<file path="config.mk">
export PLATFORM = sky130hd
export DESIGN_NAME = fpga_rst_exit_ctrl
export DESIGN_NICKNAME = d
export VERILOG_FILES = /design/src/rtl/fpga_ctrl_pkg.sv /design/src/rtl/fpga_sat_counter.sv /design/src/rtl/fpga_rst_exit_ctrl.sv
export SDC_FILE = /design/constraint.sdc
export NUM_CORES = 1
export LEC_CHECK = 0
export CORE_AREA = 2 2 97 99
export CTS_CLUSTER_DIAMETER = 30
export CTS_CLUSTER_SIZE = 20
export DETAILED_ROUTE_END_ITERATION = 6
export DIE_AREA = 0 0 99 101
export PLACE_DENSITY = 0.69
export SYNTH_ARGS = -nofsm -noshare
export SYNTH_HDL_FRONTEND = slang
export SYNTH_HIERARCHICAL = 1
export SYNTH_SLANG_ARGS = --single-unit
</file>
<file path="constraint.sdc">
create_clock -name clk_i -period 4.9 [get_ports clk_i]
set_input_delay 0.98 -clock clk_i [delete_from_list [all_inputs] [get_ports clk_i]]
set_output_delay 0.98 -clock clk_i [all_outputs]
set_load 0.01 [all_outputs]
</file>
<file path="src/rtl/fpga_ctrl_pkg.sv">
// Shared types for the FPGA reset sequencer / exit monitor.
// Holds the FSM state encoding and the passing exit code.
package fpga_ctrl_pkg;

  typedef enum logic [1:0] {
    WAIT_LOCK = 2'd0,
    STRETCH   = 2'd1,
    RUN       = 2'd2,
    EXITED    = 2'd3
  } state_e;

  localparam logic [31:0] EXIT_PASS_CODE = 32'h0;

endpackage

</file>
<file path="src/rtl/fpga_sat_counter.sv">
// Saturating counter 0..MAX-1 with sync clear (priority) and enable.
// Ports: clk_i, rst_i (async high), clr_i, en_i, done_o (count == MAX-1).
module fpga_sat_counter #(
  parameter int unsigned MAX = 16
) (
  input  logic clk_i,
  input  logic rst_i,
  input  logic clr_i,
  input  logic en_i,
  output logic done_o
);

  localparam int unsigned W = (MAX > 1) ? $clog2(MAX) : 1;
  localparam logic [W-1:0] TERM = W'(MAX - 1);

  logic [W-1:0] cnt_q;
  logic [W-1:0] cnt_d;

  always_comb begin
    cnt_d = cnt_q;
    if (clr_i) begin
      cnt_d = '0;
    end else if (en_i && (cnt_q != TERM)) begin
      cnt_d = cnt_q + 1'b1;
    end
  end

  always_ff @(posedge clk_i or posedge rst_i) begin
    if (rst_i) begin
      cnt_q <= '0;
    end else begin
      cnt_q <= cnt_d;
    end
  end

  assign done_o = (cnt_q == TERM);

endmodule

</file>
<file path="src/rtl/fpga_rst_exit_ctrl.sv">
// Board reset sequencer + MCU exit-status monitor for the x_heep FPGA top.
// Ports: clk_i, rst_i (async high), pll_locked_i, exit_valid_i,
//   exit_value_i[31:0] in; sys_rst_no, rst_led_o, clk_led_o, status_led_o,
//   exit_value_o, exit_done_o, exit_code_o[31:0] out (all registered).
// Option: FPGA_AUTO_RESTART_EN re-stretches reset RESTART_DELAY_CYCLES
//   after an exit, keeping the last exit code visible.
module fpga_rst_exit_ctrl
  import fpga_ctrl_pkg::*;
#(
  parameter int unsigned LOCK_FILTER_CYCLES   = 16,
  parameter int unsigned RST_STRETCH_CYCLES   = 1024,
  parameter int unsigned CLK_LED_COUNT_LENGTH = 27,
  parameter int unsigned FAIL_BLINK_BIT       = 22,
  parameter int unsigned RESTART_DELAY_CYCLES = 4096
) (
  input  logic        clk_i,
  input  logic        rst_i,
  input  logic        pll_locked_i,
  input  logic        exit_valid_i,
  input  logic [31:0] exit_value_i,
  output logic        sys_rst_no,
  output logic        rst_led_o,
  output logic        clk_led_o,
  output logic        status_led_o,
  output logic        exit_value_o,
  output logic        exit_done_o,
  output logic [31:0] exit_code_o
);

  localparam int unsigned HBW = CLK_LED_COUNT_LENGTH;

  state_e state_q, state_d;

  logic           srn_q, srn_d;
  logic           stat_q, stat_d;
  logic           done_q, done_d;
  logic [31:0]    code_q, code_d;
  logic [HBW-1:0] hb_q, hb_d;

  logic lock_done, str_done;
  logic in_wait, in_str;

  assign in_wait = (state_q == WAIT_LOCK);
  assign in_str  = (state_q == STRETCH);

  // Clearing on terminal count makes the counter restart from 0
  // on the same edge the FSM leaves the state.
  fpga_sat_counter #(
    .MAX (LOCK_FILTER_CYCLES)
  ) u_lock_cnt (
    .clk_i  (clk_i),
    .rst_i  (rst_i),
    .clr_i  (!in_wait || !pll_locked_i || lock_done),
    .en_i   (in_wait && pll_locked_i),
    .done_o (lock_done)
  );

  fpga_sat_counter #(
    .MAX (RST_STRETCH_CYCLES)
  ) u_str_cnt (
    .clk_i  (clk_i),
    .rst_i  (rst_i),
    .clr_i  (!in_str || !pll_locked_i || str_done),
    .en_i   (in_str),
    .done_o (str_done)
  );

`ifdef FPGA_AUTO_RESTART_EN
  logic rs_done;
  logic in_exit;

  assign in_exit = (state_q == EXITED);

  fpga_sat_counter #(
    .MAX (RESTART_DELAY_CYCLES)
  ) u_rs_cnt (
    .clk_i  (clk_i),
    .rst_i  (rst_i),
    .clr_i  (!in_exit || !pll_locked_i || rs_done),
    .en_i   (in_exit),
    .done_o (rs_done)
  );
`else
  logic unused_cfg;
  assign unused_cfg = ^RESTART_DELAY_CYCLES;
`endif

  always_comb begin
    state_d = state_q;
    done_d  = done_q;
    code_d  = code_q;
    unique case (state_q)
      WAIT_LOCK: begin
        if (pll_locked_i && lock_done) begin
          state_d = STRETCH;
        end
      end
      STRETCH: begin
        if (!pll_locked_i) begin
          state_d = WAIT_LOCK;
        end else if (str_done) begin
          state_d = RUN;
        end
      end
      RUN: begin
        // lock loss beats a same-cycle exit
        if (!pll_locked_i) begin
          state_d = WAIT_LOCK;
          done_d  = 1'b0;
          code_d  = '0;
        end else if (exit_valid_i) begin
          state_d = EXITED;
          done_d  = 1'b1;
          code_d  = exit_value_i;
        end
      end
      EXITED: begin
        if (!pll_locked_i) begin
          state_d = WAIT_LOCK;
          done_d  = 1'b0;
          code_d  = '0;
        end
`ifdef FPGA_AUTO_RESTART_EN
        else if (rs_done) begin
          state_d = STRETCH;
          done_d  = 1'b0;
        end
`endif
      end
      default: state_d = WAIT_LOCK;
    endcase
  end

  // Outputs are computed from next-state values so every output
  // register changes on the same edge as the FSM decision.
  always_comb begin
    hb_d   = hb_q + 1'b1;
    srn_d  = (state_d == RUN) || (state_d == EXITED);
    stat_d = (state_d == EXITED) &&
             ((code_d == EXIT_PASS_CODE) || hb_d[FAIL_BLINK_BIT]);
  end

  always_ff @(posedge clk_i or posedge rst_i) begin
    if (rst_i) begin
      state_q <= WAIT_LOCK;
      srn_q   <= 1'b0;
      stat_q  <= 1'b0;
      done_q  <= 1'b0;
      code_q  <= '0;
      hb_q    <= '0;
    end else begin
      state_q <= state_d;
      srn_q   <= srn_d;
      stat_q  <= stat_d;
      done_q  <= done_d;
      code_q  <= code_d;
      hb_q    <= hb_d;
    end
  end

  assign sys_rst_no   = srn_q;
  assign rst_led_o    = srn_q;
  assign clk_led_o    = hb_q[HBW-1];
  assign status_led_o = stat_q;
  assign exit_value_o = code_q[0];
  assign exit_done_o  = done_q;
  assign exit_code_o  = code_q;

endmodule

</file>
# [Word-level counts from Yosys, hierarchy flattened]
# Index checks and enable logic that the tools add are counted.
[totals] inputBits=36 ff_bits=78 output_inout_bits=38 word_cells=61
[classes] n_mux=19 n_reduce_logical=20 n_eq_ne=11 addsub=3
[ops] op="two-way mux 32 bit" count=3
[ops] op="case mux 32 bit (2 select lines)" count=1
[ops] op="logical NOT 32 bit" count=1
[ops] op="adder 27 x 1 -> 27 bit (second input constant)" count=1
[ops] op="two-way mux 10 bit" count=2
[ops] op="two-way mux 2 bit" count=6
[ops] op="adder 10 x 1 -> 10 bit (second input constant)" count=1
[ops] op="equality test 10 bit (second input constant)" count=1
[ops] op="inequality test 10 bit (second input constant)" count=1
[ops] op="equality test 2 bit (second input constant)" count=4
[ops] op="two-way mux 4 bit" count=2
[ops] op="case mux 2 bit (4 select lines)" count=1
[ops] op="logical OR 1 bit" count=6
[ops] op="nonzero test 2 bit" count=3
[ops] op="logical AND 1 bit" count=5
[ops] op="adder 4 x 1 -> 4 bit (second input constant)" count=1
[ops] op="equality test 4 bit (second input constant)" count=1
[ops] op="inequality test 4 bit (second input constant)" count=1
[ops] op="logical NOT 1 bit" count=3
[ops] op="two-way mux 1 bit" count=3
[ops] op="inequality test 3 bit (second input constant)" count=1
[ops] op="AND reduction 3 bit" count=1
[ops] op="equality test 2 x 1 -> 1 bit (second input constant)" count=1
[ops] op="logical NOT 2 bit" count=1
[ops] op="2 further kinds" count=2

# [Longest topological paths before layout]
# Gate-level depths: netlist of run 1.
[depth] depth_word=6 mapped_depth=9 ltp_nobuf=7

# [Hierarchy]
# The synthesis of run 1 kept the hierarchy.
[modules_own_cells] module="fpga_rst_exit_ctrl" seq_area_each_um2=1601.5 area_per_inst_um2=3065.4 instances=1 cells_each=313
[modules_own_cells] module="fpga_sat_counter at u_str_cnt" seq_area_each_um2=250.2 area_per_inst_um2=635.6 instances=1 cells_each=66
[modules_own_cells] module="fpga_sat_counter at u_lock_cnt" seq_area_each_um2=100.1 area_per_inst_um2=232.7 instances=1 cells_each=21

# [Worst setup path after synthesis of run 1]
# OpenSTA, ideal clock, no wires.
[synth_timing] path_type="input to register" start="in pll_locked_i" end="reg u_lock_cnt.cnt_q[0]" setup_time_ns=0.125 arrival_ns=2.330 required_ns=4.775 setup_slack_ns=2.445 cell_stages=6 path_buffers=2 cell_sequence="clkbuf_1 -> clkbuf_1 -> nor2b_1 -> nor2b_1 -> nor2b_4 -> mux2_4"
[synth_via] elab_chain_len=4 elab_cells_between_ends=7 classes_between="mux: 1; reduce/logical: 6"
[synth_rtl] element="start: declaration" line="fpga_rst_exit_ctrl.sv:18" rtl="input logic pll_locked_i,"
[synth_rtl] element="logical NOT 1 bit"
[synth_rtl] element="logical OR 1 bit (2 in a row)" line="fpga_rst_exit_ctrl.sv:53" rtl=".clr_i (!in_wait || !pll_locked_i || lock_done),"
[synth_rtl] element="two-way mux 4 bit / nonzero test 2 bit (equally long branches)"
[synth_rtl] element="end signal: assignment" line="fpga_sat_counter.sv:32" rtl="cnt_q <= cnt_d;"
[synth_rtl] element="end: declaration" line="fpga_sat_counter.sv:16" rtl="logic [W-1:0] cnt_q;"
# Parallel ways exist; a longest one is shown, timed or not.
# A chain may end at the register's enable or synchronous reset.

# [Worst setup path in the final report of run 1]
[layout_timing] start="in exit_valid_i" end="reg stat_q (netlist: status_led_o)"
[layout_via] elab_chain_len=6 elab_cells_between_ends=10 classes_between="eq/ne: 1; mux: 6; reduce/logical: 3"
[layout_rtl] element="start: declaration" line="fpga_rst_exit_ctrl.sv:19" rtl="input logic exit_valid_i,"
[layout_rtl] element="two-way mux 32 bit" line="fpga_rst_exit_ctrl.sv:111" rtl="end else if (exit_valid_i) begin"
[layout_rtl] element="two-way mux 32 bit" line="fpga_rst_exit_ctrl.sv:107" rtl="if (!pll_locked_i) begin"
[layout_rtl] element="case mux 32 bit (2 select lines)" line="fpga_rst_exit_ctrl.sv:92" rtl="unique case (state_q)"
[layout_rtl] element="net code_d[16]" line="fpga_rst_exit_ctrl.sv:37" rtl="logic [31:0] code_q, code_d;"
[layout_rtl] element="logical NOT 32 bit" line="fpga_rst_exit_ctrl.sv:140" rtl="((code_d == EXIT_PASS_CODE) || hb_d[FAIL_BLINK_BIT]);"
[layout_rtl] element="logical OR 1 bit" line="fpga_rst_exit_ctrl.sv:140"
[layout_rtl] element="logical AND 1 bit" line="fpga_rst_exit_ctrl.sv:139" rtl="stat_d = (state_d == EXITED) &&"
[layout_rtl] element="net stat_d" line="fpga_rst_exit_ctrl.sv:35" rtl="logic stat_q, stat_d;"
[layout_rtl] element="end signal: assignment" line="fpga_rst_exit_ctrl.sv:154" rtl="stat_q <= stat_d;"
[layout_rtl] element="end: declaration" line="fpga_rst_exit_ctrl.sv:35"
# The timed path passes the listed nets, and every way through them passes these cells.

==> impl_metrics.ini, run 1 <==
[sta]
finalCriticalPeriod_ps = 2664
max_freq_ghz = 0.3754
tightest_slew_ps = 792.0
finalCritPeriodShare = 0.5436
timing.hold.ws_ps = 465.2
maxSlewViolCount = 0
setup_viol = 0
relSlewSlack = 0.4712
worst_clock_skew_ps = 6.914
rsz0062_at_grt = false
setup_tns_ps = 0
hold_viol_final = 0

[power]
power_switching_uw = 283.3
combPwrFrac = 0.058
pwr-share-clk = 0.445
leakage_uw = 0.001929
powerDensity_nw_per_um2 = 265.1
power_uw = 1302
seq_power_share = 0.498
irDropWorstVdd_v = 0.0001215
switching_share = 0.2176
power.internal_uw = 1019

[final_layout]
final_nets = 502
n_antenna_cell = 0
final_cells = 579
area_growth_pct = 24.84
drive_above_1_share = 0.07692

[synthesis]
synthTopCellsByArea = dfrtp_1 50%, nor2b_1 6.7%, a31oi_1 5.4%
syn-cell-area_um2 = 3934
syn_avg_cell_area_um2 = 9.834
synth.yosys.seq_area_share = 0.4962
synth_nets = 439
synth.top_cell.area_share = 0.4962
synth.distinct_cells = 52
yosys.area.top_type = dfrtp_1
yosys_warnings = 6
ys_seq_elements = 78
synth_edf_count = 0
ys.flop_type = dfrtp_1
async_flop_share = 1.000
synth_cells = 400

[global_routing]
grt_pass1_wl_mm = 15.53
overflow = 0
antenna_found_initial = 0
grt_max_degree = 70
grt_pass1_vias = 3136
gr-usage-all-layers = 0.1942

[clock_network]
cts-root-buf = clkbuf_8
postCtsSetupRepairBufs = 0
clock-sinks = 78
postCtsHoldBufs = 0
numCtsBuffers = 9
path_clk_slew_ps = 80
cts_resized = 0
cts_buffer_depth = 2
htreeDepth = 3
cts_tree = yes
clk_latency_ps = 350

[placed_design]
place_inst = 563
dp_hpwl_mm = 6.327
gp_congestion = 0.8021
numPortBuffers = 73

[drt]
wl_met2_mm = 4.426
postRouteAntennaNets = 0
avgRoutedWirePerCell_um = 16.13
wl_mm = 9.341
drt-initial-drc-count = 227
wl_met1_mm = 4.195
dr.pass1.iters = 5
remaining_drc_errors = 0
avgViaCountPerCell = 5.492
via_count = 3180
route.met3.wl_um = 583
top_layer_used = met4

[die]
die_width_um = 99
io_pins = 74
start_util = 0.4382
fp.dieArea_um2 = 9999
core_area_um2 = 8977
rows = 35
floorplan.die.height_um = 101

[worst_setup_path]
startpoint_type = input port
timing_worst_setup_path_type = in -> reg
end_kind = flop
cp_max_fo = 32
required_ps = 5190
crit_arrival_ps = 2960

[status]
status = complete, no violations

[min_path]
worst_hold_path_type = reg -> reg

[run]
max_cap_viol_count = 0
==> worst max-delay path, stage by stage <==
cell and delay (ps):
clkdlybuf4s50_1 580, nand2b_4 250, a31oi_1 230, o21ai_1 110
nor4_1 400, nand4_1 150, nor2_1 130, o21a_1 120
==> stage by stage <==
step                cell area (µm²)  utilization  setup slack (ps)
finish                         4911       0.5470              2236
global route                   4911       0.5470              2106
detailed placement             4673       0.5206              1892
global placement               4673       0.5206              1941
floorplan                      3934            -              2322
CTS                            4911       0.5470              2254
==> layout by cell type, fill, tap and decap left out, types with 4 or more instances in the layout <==
cell | netlist | layout
a21oi_1 | 5 | 5
a31oi_1 | 34 | 34
a41oi_1 | 4 | 4
and3_1 | 9 | 9
buf_4 | 5 | 4
clkbuf_8 | 0 | 9
clkdlybuf4s50_1 | 0 | 72
dfrtp_1 | 78 | 78
inv_1 | 7 | 6
nand2_1 | 46 | 46
nand2b_1 | 4 | 4
nand3_1 | 11 | 11
nand4_1 | 9 | 9
nor2_1 | 12 | 12
nor2b_1 | 42 | 42
nor3_1 | 4 | 4
nor4_1 | 9 | 9
o21ai_0 | 8 | 8
o21ai_1 | 27 | 27
xnor2_1 | 15 | 15
xor2_1 | 10 | 10
==> state kept, by name (all words and copies together), names as in the netlist <==
| name | cells |
|---|---|
| exit_code_o | 32 |
| hb_q | 27 |
| u_str_cnt/cnt_q | 10 |
| u_lock_cnt/cnt_q | 4 |
| state_q | 2 |
| exit_done_o | 1 |
| rst_led_o | 1 |
| status_led_o | 1 |
==> power groups by stage <==
stage / logic (µW) / registers [µW] / clock network, µW
finish: 74.9 / 648 / 579
global route: 82.8 / 648 / 621
CTS: 76.3 / 648 / 589
detailed placement: 76.1 / 661 / 0
global placement: 75.6 / 661 / 0
floorplan: 36.3 / 661 / 0
==> routing by layer <==
metal | vias up | track usage
li1 | 1545 | -
met1 | 1524 | 0.2634
met2 | 94 | 0.2999
met3 | 17 | 0.05617
met4 | 0 | 0.06639
met5 | - | 0
==> cells in the mapped netlist, types with 2 or more instances <==
cell,instances
a21oi_1,5
nor4_1,9
a211oi_2,2
nand3_2,2
o21ai_1,27
buf_4,5
buf_2,4
nand3_1,11
o21ai_0,8
xor2_1,10
a41oi_1,4
buf_6,5
a311oi_1,3
xnor2_1,15
nand2_1,46
nand3b_1,3
nand2b_1,4
clkbuf_1,11
a211oi_1,3
ha_1,3
inv_1,7
nor2_1,12
dfrtp_1,78
a31oi_1,34
nor3_1,4
and4_1,2
and3_1,9
nand4_1,9
nor2b_1,42
==> kinds of logic after synthesis <==
group,after synthesis,share of synthesized area
xor gates and xnor gates,25,0.05566
muxes,3,0.009223
AOI/OAI and AO/OA,93,0.1469
and+or+nand+nor,166,0.2363
adders and majority gates,3,0.009543
buffers and inverters,32,0.04612
DFF,78,0.4962
==> layout make-up <==
class	instances	area, µm²
sequential	78	1952
tap	111	138.9
timing repair buffer	77	755.7
multi-input combinational	290	1800
clock buffer	10	127.6
clock inverter	6	110.1
fill	759	4066
inverter	7	26.28
==> path summary, 6_finish.rpt <==
check	cells past startpoint	slack (ps)	start	end
worst max register to register	7	2420	u_str_cnt/cnt_q[0]	u_str_cnt/cnt_q[1]
worst max-delay path	8	2240	exit_valid_i	status_led_o
max in group asynchronous	3	2900	rst_i	exit_code_o[31]
worst min register to register	1	470	hb_q[21]	hb_q[21]
worst min-delay path	1	470	hb_q[21]	hb_q[21]
min in group asynchronous	2	910	rst_i	u_lock_cnt/cnt_q[1]
Note: power is estimated with default switching activity, not from simulation.
==> run 2, diff against run 1 <==
==> constraint.sdc (replaced) <==
create_clock -name clk_i -period 2.6 [get_ports clk_i]
set_input_delay 0.52 -clock clk_i [delete_from_list [all_inputs] [get_ports clk_i]]
set_output_delay 0.52 -clock clk_i [all_outputs]
set_load 0.01 [all_outputs]
==> impl_metrics.ini, run 2 (synthesized netlist as in run 1, its figures left out) <==
[placed_design]
numPortBuffers = 73
preCtsSetupSlack_ps = -21.99
dpl-instance-area_um2 = 4813
dp_hpwl_mm = 6.731
gp_congestion = 0.8045
place_inst = 575

[drt]
postRouteAntennaNets = 0
route.met3.wl_um = 491
avgRoutedWirePerCell_um = 15.83
drt-initial-drc-count = 213
wl_mm = 9.356
remaining_drc_errors = 0
top_layer_used = met4
dr.pass1.iters = 4
avgViaCountPerCell = 5.491
wl_met2_mm = 4.532
via_count = 3245
wl_met1_mm = 4.163

[clock_network]
cts_tree = yes
postCtsSetupRepairBufs = 0
cts_resized = 0
cts-root-buf = clkbuf_8
clk_latency_ps = 350
htreeDepth = 3
numCtsBuffers = 9
postCtsHoldBufs = 0
cts_buffer_depth = 2
clock-sinks = 78
path_clk_slew_ps = 80

[die]
floorplan.die.height_um = 101
die_width_um = 99
fp.dieArea_um2 = 9999
io_pins = 74
core_area_um2 = 8977
rows = 35
start_util = 0.4382

[run]
max_cap_viol_count = 0

[sta]
max_freq_ghz = 0.4457
finalCritPeriodShare = 0.8630
rsz0062_at_grt = false
relSlewSlack = 0.6831
finalCriticalPeriod_ps = 2244
hold_viol_final = 0
tightest_slew_ps = 475.4
worst_slack_ps = 356.2
setup_viol = 0
maxSlewViolCount = 0
worst_clock_skew_ps = 11.43

[final_layout]
drive_above_1_share = 0.1000
n_antenna_cell = 0
final_cells = 591
largest_reg_flops = 32
seqCellArea_um2 = 1952
design_area_um2 = 5004
final_util = 0.5574
multi_input_area_um2 = 1800
final_nets = 514
area_growth_pct = 27.19
final_common_cell = dfrtp_1
nFillCells = 795
layout_common_cells = 78 x dfrtp_1, 72 x clkdlybuf4s50_1, 46 x nand2_1, 42 x nor2b_1, 34 x a31oi_1

[worst_setup_path]
startpoint_type = input port
timing_worst_setup_path_type = in -> reg
required_ps = 2880
max_stage_delay_ps = 600
cp_max_fo = 16
path_cells = clkdlybuf4s50_1 -> nand2b_4 -> buf_12 -> a31oi_1 -> o21ai_0 -> nor4_1 -> nand4_1 -> nor2_1 -> o21a_1
crit_arrival_ps = 2530
setup.worst_path.start = exit_valid_i
end_kind = flop
cp_slowest_cell = clkdlybuf4s50_1
reg2reg_from = u_str_cnt/cnt_q[0]

[global_routing]
antenna_found_initial = 0
grt_pass1_vias = 3182
gr-usage-all-layers = 0.1939
grt_max_degree = 65
grt_pass1_wl_mm = 15.51
overflow = 0

[power]
irDropWorstVdd_v = 0.0002886
leakage_uw = 0.001981
powerDensity_nw_per_um2 = 451.5

[status]
status = complete, no violations

[min_path]
worst_hold_path_type = in -> async
run 2: changes by cell type in the layout (fill, tap and decap cells not counted):
| cell | previous run | this run |
|---|---|---|
| bufinv_16 | 3 | 1 |
| buf_12 | 0 | 4 |
| buf_4 | 4 | 12 |
| clkinvlp_4 | 2 | 3 |
| clkinv_2 | 1 | 2 |
run 2: metrics by stage:
step           power (µW)  hold slack, ps  TNS (ps)
2_1_floorplan        1314           286.1         0
3_3_place_gp         1400           450.3         0
3_5_place_dp         1402           454.8    -21.99
4_1_cts              2283           449.2         0
5_1_grt              2353           480.7         0
6_report             2259           446.3         0
run 2: layout make-up:
class | count | share of cell area
clock buffers | 10 | 0.02551
inverters | 7 | 0.005251
well taps | 111 | 0.02776
multi-input cells | 290 | 0.3598
clock inverters | 6 | 0.01250
repair buffers | 89 | 0.1790
flip-flops and latches | 78 | 0.3901
run 2: path summary, 6_finish.rpt:
| kind | to | slack (ps) | cells past startpoint |
|---|---|---|---|
| min in group clk_i | hb_q[4] | 470 | 1 |
| min reg2reg | hb_q[4] | 470 | 1 |
| max in group asynchronous | hb_q[0] | 1700 | 3 |
| max | status_led_o | 360 | 9 |
| min | u_lock_cnt/cnt_q[1] | 450 | 2 |
| max reg2reg | u_str_cnt/cnt_q[1] | 420 | 7 |
run 2: report_power, final:
part	switching (µW)	total (µW)	internal, µW
Combinational	76.2	154	78.2
Clock	443	883	440
Sequential	4.93	1220	1220
run 2: metal layers:
metal | up-vias | GRT usage
li1 | 1570 | -
met1 | 1582 | 0.2627
met2 | 77 | 0.3093
met3 | 16 | 0.03883
met4 | 0 | 0.07376
met5 | - | 0
run 2: worst max-delay path: cells and delay by family:
family	cells	cell delay (ps)
simple gates	4	820
compound gates	3	380
buf+inv	2	790
